## config.mk

```make
export PLATFORM = sky130hd
export DESIGN_NAME = countdown_ctrl
export DESIGN_NICKNAME = d
export VERILOG_FILES = /design/src/rtl/countdown_ctrl_pkg.sv /design/src/rtl/countdown_ctrl_tick_gen.sv /design/src/rtl/countdown_ctrl.sv
export SDC_FILE = /design/constraint.sdc
export NUM_CORES = 1
export LEC_CHECK = 0
export CORE_MARGIN = 3
export CORE_UTILIZATION = 40
export DETAILED_ROUTE_END_ITERATION = 8
export PLACE_DENSITY = 0.71
export SLEW_MARGIN = 30
export SYNTH_ARGS = -nofsm -noshare
export SYNTH_HDL_FRONTEND = slang
export SYNTH_SLANG_ARGS = --single-unit
```

## constraint.sdc

```tcl
create_clock -name clk -period 2.7 [get_ports clk]
set_clock_uncertainty 0.2 [all_clocks]
set_input_delay 0.54 -clock clk [delete_from_list [all_inputs] [get_ports clk]]
set_output_delay 0.54 -clock clk [all_outputs]
set_load 0.02 [all_outputs]
```

## src/rtl/countdown_ctrl_pkg.sv

```systemverilog
// Shared definitions for the mm:ss countdown sequencer: state encoding,
// default tick divider and the width of the BCD digit bus.
package countdown_ctrl_pkg;

   typedef enum logic [1:0] {
      ST_IDLE  = 2'd0,
      ST_RUN   = 2'd1,
      ST_PAUSE = 2'd2,
      ST_DONE  = 2'd3
   } state_e;

   localparam int TICK_DIV_DEF = 100_000_000;
   localparam int DIGITS_W     = 16;

   function automatic logic digits_zero(input logic [DIGITS_W-1:0] d);
      return (d == '0);
   endfunction

endpackage

```

## src/rtl/countdown_ctrl_tick_gen.sv

```systemverilog
// Prescaler counting 0..TICK_DIV-1; tick_o flags the last count so the
// parent can act on the wrap edge. clr_i overrides en_i.
module countdown_ctrl_tick_gen #(
   parameter int TICK_DIV = 4
) (
   input  logic clk,
   input  logic reset,
   input  logic en_i,
   input  logic clr_i,
   output logic tick_o
);

   localparam int            CW   = $clog2(TICK_DIV);
   localparam logic [CW-1:0] LAST = CW'(TICK_DIV - 1);

   logic [CW-1:0] cnt_q, cnt_d;

   assign tick_o = (cnt_q == LAST);

   always_comb begin
      cnt_d = cnt_q;
      if (clr_i) begin
         cnt_d = '0;
      end else if (en_i) begin
         cnt_d = tick_o ? '0 : cnt_q + 1'b1;
      end
   end

   always_ff @(posedge clk or posedge reset) begin
      if (reset) begin
         cnt_q <= '0;
      end else begin
         cnt_q <= cnt_d;
      end
   end

endmodule

```

## src/rtl/countdown_ctrl.sv

```systemverilog
// Start/pause/clear sequencer for a borrow-chained mm:ss BCD down-counter
// chain: issues per-second decrease pulses, reloads, and alarms at 00:00.
module countdown_ctrl
   import countdown_ctrl_pkg::*;
#(
   parameter int TICK_DIV = TICK_DIV_DEF
) (
   input  logic                clk,
   input  logic                reset,
   input  logic                start_pause,
   input  logic                clear,
   input  logic [DIGITS_W-1:0] digits,
   output logic                cnt_decrease,
   output logic                cnt_en,
   output logic                cnt_reset_n,
   output logic                running,
   output logic                done,
   output logic                alarm,
   output logic [1:0]          state
);

   state_e state_q, state_d;
   logic   cnt_decrease_q, cnt_decrease_d;
   logic   cnt_en_q;
   logic   cnt_reset_n_q;
   logic   running_q;
   logic   done_q;
   logic   alarm_q, alarm_d;
   logic   presc_en, presc_clr, tick, zero;

   countdown_ctrl_tick_gen #(
      .TICK_DIV(TICK_DIV)
   ) u_tick_gen (
      .clk   (clk),
      .reset (reset),
      .en_i  (presc_en),
      .clr_i (presc_clr),
      .tick_o(tick)
   );

   assign zero = digits_zero(digits);

   // clear beats start_pause, which beats tick and zero detection.
   always_comb begin
      state_d        = state_q;
      cnt_decrease_d = 1'b0;
      alarm_d        = alarm_q;
      presc_en       = 1'b0;
      presc_clr      = 1'b0;
      if (clear) begin
         state_d   = ST_IDLE;
         alarm_d   = 1'b0;
         presc_clr = 1'b1;
      end else begin
         case (state_q)
            ST_IDLE: begin
               presc_clr = 1'b1;
               if (start_pause && !zero) state_d = ST_RUN;
            end
            ST_RUN: begin
               if (start_pause) begin
                  state_d = ST_PAUSE;
               end else if (zero && !cnt_decrease_q) begin
                  // The chain has already absorbed the last pulse.
                  state_d   = ST_DONE;
                  alarm_d   = 1'b1;
                  presc_clr = 1'b1;
               end else begin
                  presc_en       = 1'b1;
                  cnt_decrease_d = tick && !zero;
               end
            end
            ST_PAUSE: begin
               if (start_pause) state_d = ST_RUN;
            end
            ST_DONE: begin
               presc_en = 1'b1;
               if (tick) alarm_d = !alarm_q;
            end
            default: state_d = ST_IDLE;
         endcase
      end
   end

   always_ff @(posedge clk or posedge reset) begin
      if (reset) begin
         state_q        <= ST_IDLE;
         cnt_decrease_q <= 1'b0;
         cnt_en_q       <= 1'b0;
         cnt_reset_n_q  <= 1'b0;
         running_q      <= 1'b0;
         done_q         <= 1'b0;
         alarm_q        <= 1'b0;
      end else begin
         state_q        <= state_d;
         cnt_decrease_q <= cnt_decrease_d;
         cnt_en_q       <= 1'b1;
         cnt_reset_n_q  <= !clear;
         running_q      <= (state_d == ST_RUN);
         done_q         <= (state_d == ST_DONE);
         alarm_q        <= alarm_d;
      end
   end

   assign cnt_decrease = cnt_decrease_q;
   assign cnt_en       = cnt_en_q;
   assign cnt_reset_n  = cnt_reset_n_q;
   assign running      = running_q;
   assign done         = done_q;
   assign alarm        = alarm_q;
   assign state        = state_q;

endmodule

```

Yosys cells after proc, flatten, opt, wreduce, memory -nomap -nowiden
Index checks and enable logic that the tools add are counted.

Register bits after elaboration: 35. Bits in latches: 0. Memory bits (writable): 0. Memory bits (read-only): 0. Input port bits: 20. Output and inout bits: 8. Memories: 0.

$add $sub $neg: 1. $mul: 0. Div/mod/pow operators: 0. Magnitude comparators: 0. Equality and inequality tests: 9. Shift-type cells: 0. Multiplexer cells: 26. Bitwise gates (word level): 0. Reductions and logical operators: 12.

Operators with widths (count): $mux W27 (3); $add A27 B1 Y27 const B (1); $eq A27 B27 Y1 const B (1); $logic_not A16 Y1 (1); $mux W1 (14); $mux W2 (5); $ne A3 B3 Y1 const B (3); $eq A2 B2 Y1 const B (3); $pmux W1 S2 (3); $pmux W2 S3 (1); $eq A2 B1 Y1 const B (2); $logic_not A1 Y1 (4); $reduce_and A4 Y1 (1); $logic_and A1 B1 Y1 (3); $reduce_bool A3 Y1 (1); $logic_not A2 Y1 (1); $reduce_bool A2 Y1 (1).

Longest topological paths before layout
Word-level depth: 8. Mapped depth: 9. Gate-level depth less buffers: 6.

By module
A second synthesis with hierarchy kept.

Cells, all modules: 200. Area total of the unflattened synthesis: 1931.9 µm².

By module, submodules not included: countdown_ctrl_tick_gen (instances 1, cells an instance 158, area each 1512.7 µm², seq. area each 675.6 µm²); countdown_ctrl (instances 1, cells an instance 42, area each 419.2 µm², seq. area each 200.2 µm²).

Least setup slack after synthesis
OpenSTA, ideal clock, no wires.

Path kind: register to register. Start: reg u_tick_gen.cnt_q[8]. End: reg u_tick_gen.cnt_q[5]. Arrival: 2041 ps. Setup slack: 340 ps. Cell stages (with the launch flop): 9. Cells stage by stage: dfrtp_1 or4_1 nor3_1 and4_1 buf_6 nand2_1 a32oi_2 buf_4 nor2_1.

Longest elaborated chain between the ends: 4.

RTL lines: start, declared (RTL line countdown_ctrl_tick_gen.sv:16) `logic [CW-1:0] cnt_q, cnt_d;`; start signal, assigned (RTL line countdown_ctrl_tick_gen.sv:33) `cnt_q <= cnt_d;`; $eq A27 B27 Y1 (RTL line countdown_ctrl_tick_gen.sv:18) `assign tick_o = (cnt_q == LAST);`; $mux W27 (RTL line countdown_ctrl_tick_gen.sv:25) `cnt_d = tick_o ? '0 : cnt_q + 1'b1;`; $mux W27 (RTL line countdown_ctrl_tick_gen.sv:24) `end else if (en_i) begin`; $mux W27 (RTL line countdown_ctrl_tick_gen.sv:22) `if (clr_i) begin`.

No other way between the ends. The select of a mux whose other input is x is not followed. A chain may end at the register's enable or synchronous reset.

Worst setup path after layout
Start: reg u_tick_gen.cnt_q[11]. End: reg u_tick_gen.cnt_q[20].

Longest elaborated chain between the ends: 4.

RTL lines (RTL line): $add A27 B1 Y27 or $eq A27 B27 Y1 (tied branches) (countdown_ctrl_tick_gen.sv:25, countdown_ctrl_tick_gen.sv:18); $mux W27 * (countdown_ctrl_tick_gen.sv:25); $mux W27 * (countdown_ctrl_tick_gen.sv:24); $mux W27 * (countdown_ctrl_tick_gen.sv:22).

Every way passes the cells marked *; elsewhere a longest branch is shown, timed or not. The select of a mux whose other input is x is not followed.

==> out/qor.csv <==
stage;metric;value;unit
power;Leak;0.9896;nW
clock_network;Clk pin slew, worst setup/hold paths;0.07;ns
grt;vias in the first global route;1503;
yosys;Post-Synth Adder-Cell Area;0.6583;%
worst_setup_path;CP bufs+invs;1;
sta;Least-Margin Pin Slew;0.5795;ns
place;Cell Area, Placed;2281;um2
clock_network;clock root cell;clkbuf_8;
cells_and_area;layout net count;269;
die;Die X;74.93;um
cells_and_area;layout cell share with drive strength beyond 1;8.835;%
place;IO buf count;27;
drt;wire per inst;13.92;um
grt;largest net degree at the start of global routing;36;
clock_network;PostCTS Resize Cnt;0;
place;pre-CTS WS;0.04103;ns
yosys;FF+latch count, synth;35;
clock_network;Post-CTS Setup Inserts;0;
cells_and_area;cell area after layout;2362;um2
flow_run;Max Cap Viol;0;
min_path;Hold Path Class;flip-flop to flip-flop;
worst_setup_path;required time worst endpoint;2.68;ns
yosys;top cells by area, synth;dfrtp_1 46%, nor2_1 5.7%, xor2_1 5.5%;
die;num rows;24;
sta;Fin Setup TNS;0;ns
place;post-DP HPWL;3131;um
sta;Max Slew Vio Count;0;
yosys;dominant cell type by area after synthesis;dfrtp_1;
worst_setup_path;CP max stage delay;0.53;ns
min_path;WHS Path Cells;2;
yosys;post-synth top area share;46.08;%
die;die height;74.93;um
clock_network;Clock Tree Buf Depth;2;
yosys;xor-xnor portion of the synthesized cell area;7.373;%
power;power per cell area;433.0;nW/um2
worst_setup_path;Worst setup EP type;flip-flop;
die;Initial Utilization;42.48;%
yosys;multiplexer share of the synthesized area;0;%
die;die area;5615;um2
clock_network;Num CTS Buffers;5;
sta;min cycle time layout;2.509;ns
drt;number of routed nets with antenna violations;0;
yosys;sequential-to-total area share from yosys stat;46.08;%
cells_and_area;# diodes;0;
sta;Slew HR;61.07;%
die;Ports;28;
yosys;Post-Syn Area per Cell;8.965;um2
sta;setup ws final;0.1913;ns
grt;initial antenna violation count;0;
sta;max frequency;398.6;MHz
power;Pwr Total;1.023;mW
worst_setup_path;CP Class;flip-flop to flip-flop;
grt;first-pass GRT wire length;7196;um
worst_setup_path;Max FO, Critical Path;17;
drt;# DRC;0;
yosys;main combinational cell family by area after synthesis;simple AND/OR/NAND/NOR gates;
drt;DR iter-0 viols;81;
worst_setup_path;RR Endpoint;u_tick_gen.cnt_q[20];
drt;routed via count;1642;
grt;all-layer global routing usage;16.62;%
yosys;complex-gate fraction of the synthesized area;11.85;%
sta;WHS;0.3189;ns
worst_setup_path;Top delay family on crit path;simple AND/OR/NAND/NOR gates;
clock_network;Worst-Skew Late Latency;0.29;ns
yosys;Post-Syn Nets;233;
worst_setup_path;startpoint types;flip-flop;
worst_setup_path;WP data arrival;2.48;ns
yosys;main flop type after synthesis;dfrtp_1;
clock_network;CTS tree;done;
clock_network;H-Tree Depth;2;
sta;unrepaired setup endpoints after global routing;no;
sta;Hold Vio Cnt, Final;0;
cells_and_area;Fillers;422;
yosys;Post-Syn Area;1901;um2
clock_network;CTS Hold Bufs;0;
yosys;post-synthesis async set-or-reset flop share;100.0;%
drt;final WL;4191;um
min_path;hold worst-path end;u_tick_gen.cnt_q[1];
yosys;Post-synth EDFFs;0;
drt;DR pass1 iterations;4;
min_path;min-delay src;u_tick_gen.cnt_q[1];
power;Worst VDD drop;0.1908;mV
yosys;count of cell types in the netlist;39;
worst_setup_path;CP cell instances;or4_1, nor3_1, and4_1, nand2_1, a32oi_2, buf_12, nor2_1;
die;Core Region;4474;um2
sta;endpoints failing setup;0;
place;RD Place Congestion;0.8044;
grt;grt ovf;0;
worst_setup_path;worst r2r src;u_tick_gen.cnt_q[11];
yosys;Post-Synth Simple-Gate Area;29.16;%
yosys;Cells after Synth;212;
worst_setup_path;Critical-path top delay cell;or4_1;
worst_setup_path;reg2reg path depth;7;
cells_and_area;area grow syn2layout;24.29;%
sta;fin crit share;92.92;%
worst_setup_path;R2R Setup Slk;0.19;ns
outcome;status;completed;
drt;via/cell ratio;5.455;
clock_network;CTS sink cnt;35;
yosys;Ys Warns;0;
-- cells in the final DEF, fill, tap and decap left out, types with 5 or more instances in the layout --
cell type	instances
and3_1	7
nand3_1	13
nor2_1	29
inv_1	7
nor3_1	9
nor4_1	7
dfrtp_1	35
nand2_1	25
a21oi_1	7
clkbuf_8	5
buf_4	9
o21ai_0	7
nand4_1	7
xor2_1	12
clkdlybuf4s50_1	27
-- metal layers --
metal / up-vias / routed length [um] / share of wire [%] / global-route usage [%]
met5: - / 0 / 0 / 0
met2: 28 / 1981 / 47 / 26.79
li1: 819 / - / - / -
met1: 788 / 1990 / 47 / 22.11
met3: 7 / 161 / 3.8 / 4.005
met4: 0 / 57 / 1.4 / 5.138
-- worst register-to-register path, stage by stage, from the launching register on --
cell	delay [ns]
dfrtp_1	0.45
or4_1	0.54
nor3_1	0.22
and4_1	0.35
nand2_1	0.12
a32oi_2	0.28
buf_12	0.18
nor2_1	0.06
-- cells in the mapped netlist (2+ instances only) --
cell type / number
xor2_1: 12
nand4_1: 7
nor3_1: 9
nor4_1: 7
nand3_1: 13
a21o_1: 4
xnor2_1: 4
and4_1: 3
nor2_1: 29
o21ai_0: 7
and3_1: 7
o22ai_1: 2
nand2b_1: 2
inv_1: 7
a211oi_1: 2
dfrtp_1: 35
buf_2: 2
clkbuf_1: 3
o22a_1: 4
nor3b_1: 2
nand2_1: 25
a21oi_1: 7
buf_6: 3
-- report_power, final --
group / switching [mW] / internal (mW) / total [mW]
logic: 0.0533 / 0.0590 / 0.112
clock network: 0.184 / 0.181 / 0.365
registers: 0.0121 / 0.534 / 0.546
-- kinds of logic (layout without fill, tap and decap cells) --
logic type,count (synthesis),after routing
compound gates,32,32
simple gates,111,111
fa+ha+maj,1,1
flops,35,35
xor+xnor,16,16
buf+inv,16,53
other cells,1,1
-- how the worst max path moves through the flow --
stage	start	to	depth (start not counted)
2_1_floorplan	u_tick_gen.cnt_q[8]	u_tick_gen.cnt_q[5]	8
3_3_place_gp	digits[6]	u_tick_gen.cnt_q[9]	8
3_5_place_dp	digits[6]	u_tick_gen.cnt_q[17]	8
4_1_cts	u_tick_gen.cnt_q[11]	u_tick_gen.cnt_q[21]	7
5_1_grt	u_tick_gen.cnt_q[11]	u_tick_gen.cnt_q[20]	7
6_report	u_tick_gen.cnt_q[11]	u_tick_gen.cnt_q[20]	7
-- final cells by class --
cell class	count	area, um2	area share [%]
clock inverter	1	5.005	0.2119
sequential	35	875.8	37.08
timing repair buffer	38	377.9	16.00
inverter	7	26.28	1.112
tap	52	65.06	2.754
multi-input combinational	161	935.9	39.62
clock buffer	7	76.32	3.231
-- state kept, by name, summed over array words and instances, names as in the netlist --
name / flops
cnt_decrease: 1
done: 1
running: 1
cnt_reset_n: 1
cnt_en: 1
u_tick_gen.cnt_q: 27
alarm: 1
state: 2
-- per-stage QoR --
stage	cells	utilization [%]
after detailed placement	293	50.98
after global routing	301	52.80
after CTS	301	52.80
after floorplan	212	-
after global placement	293	50.98
final	301	52.80
(Power assumes the default switching activity.)
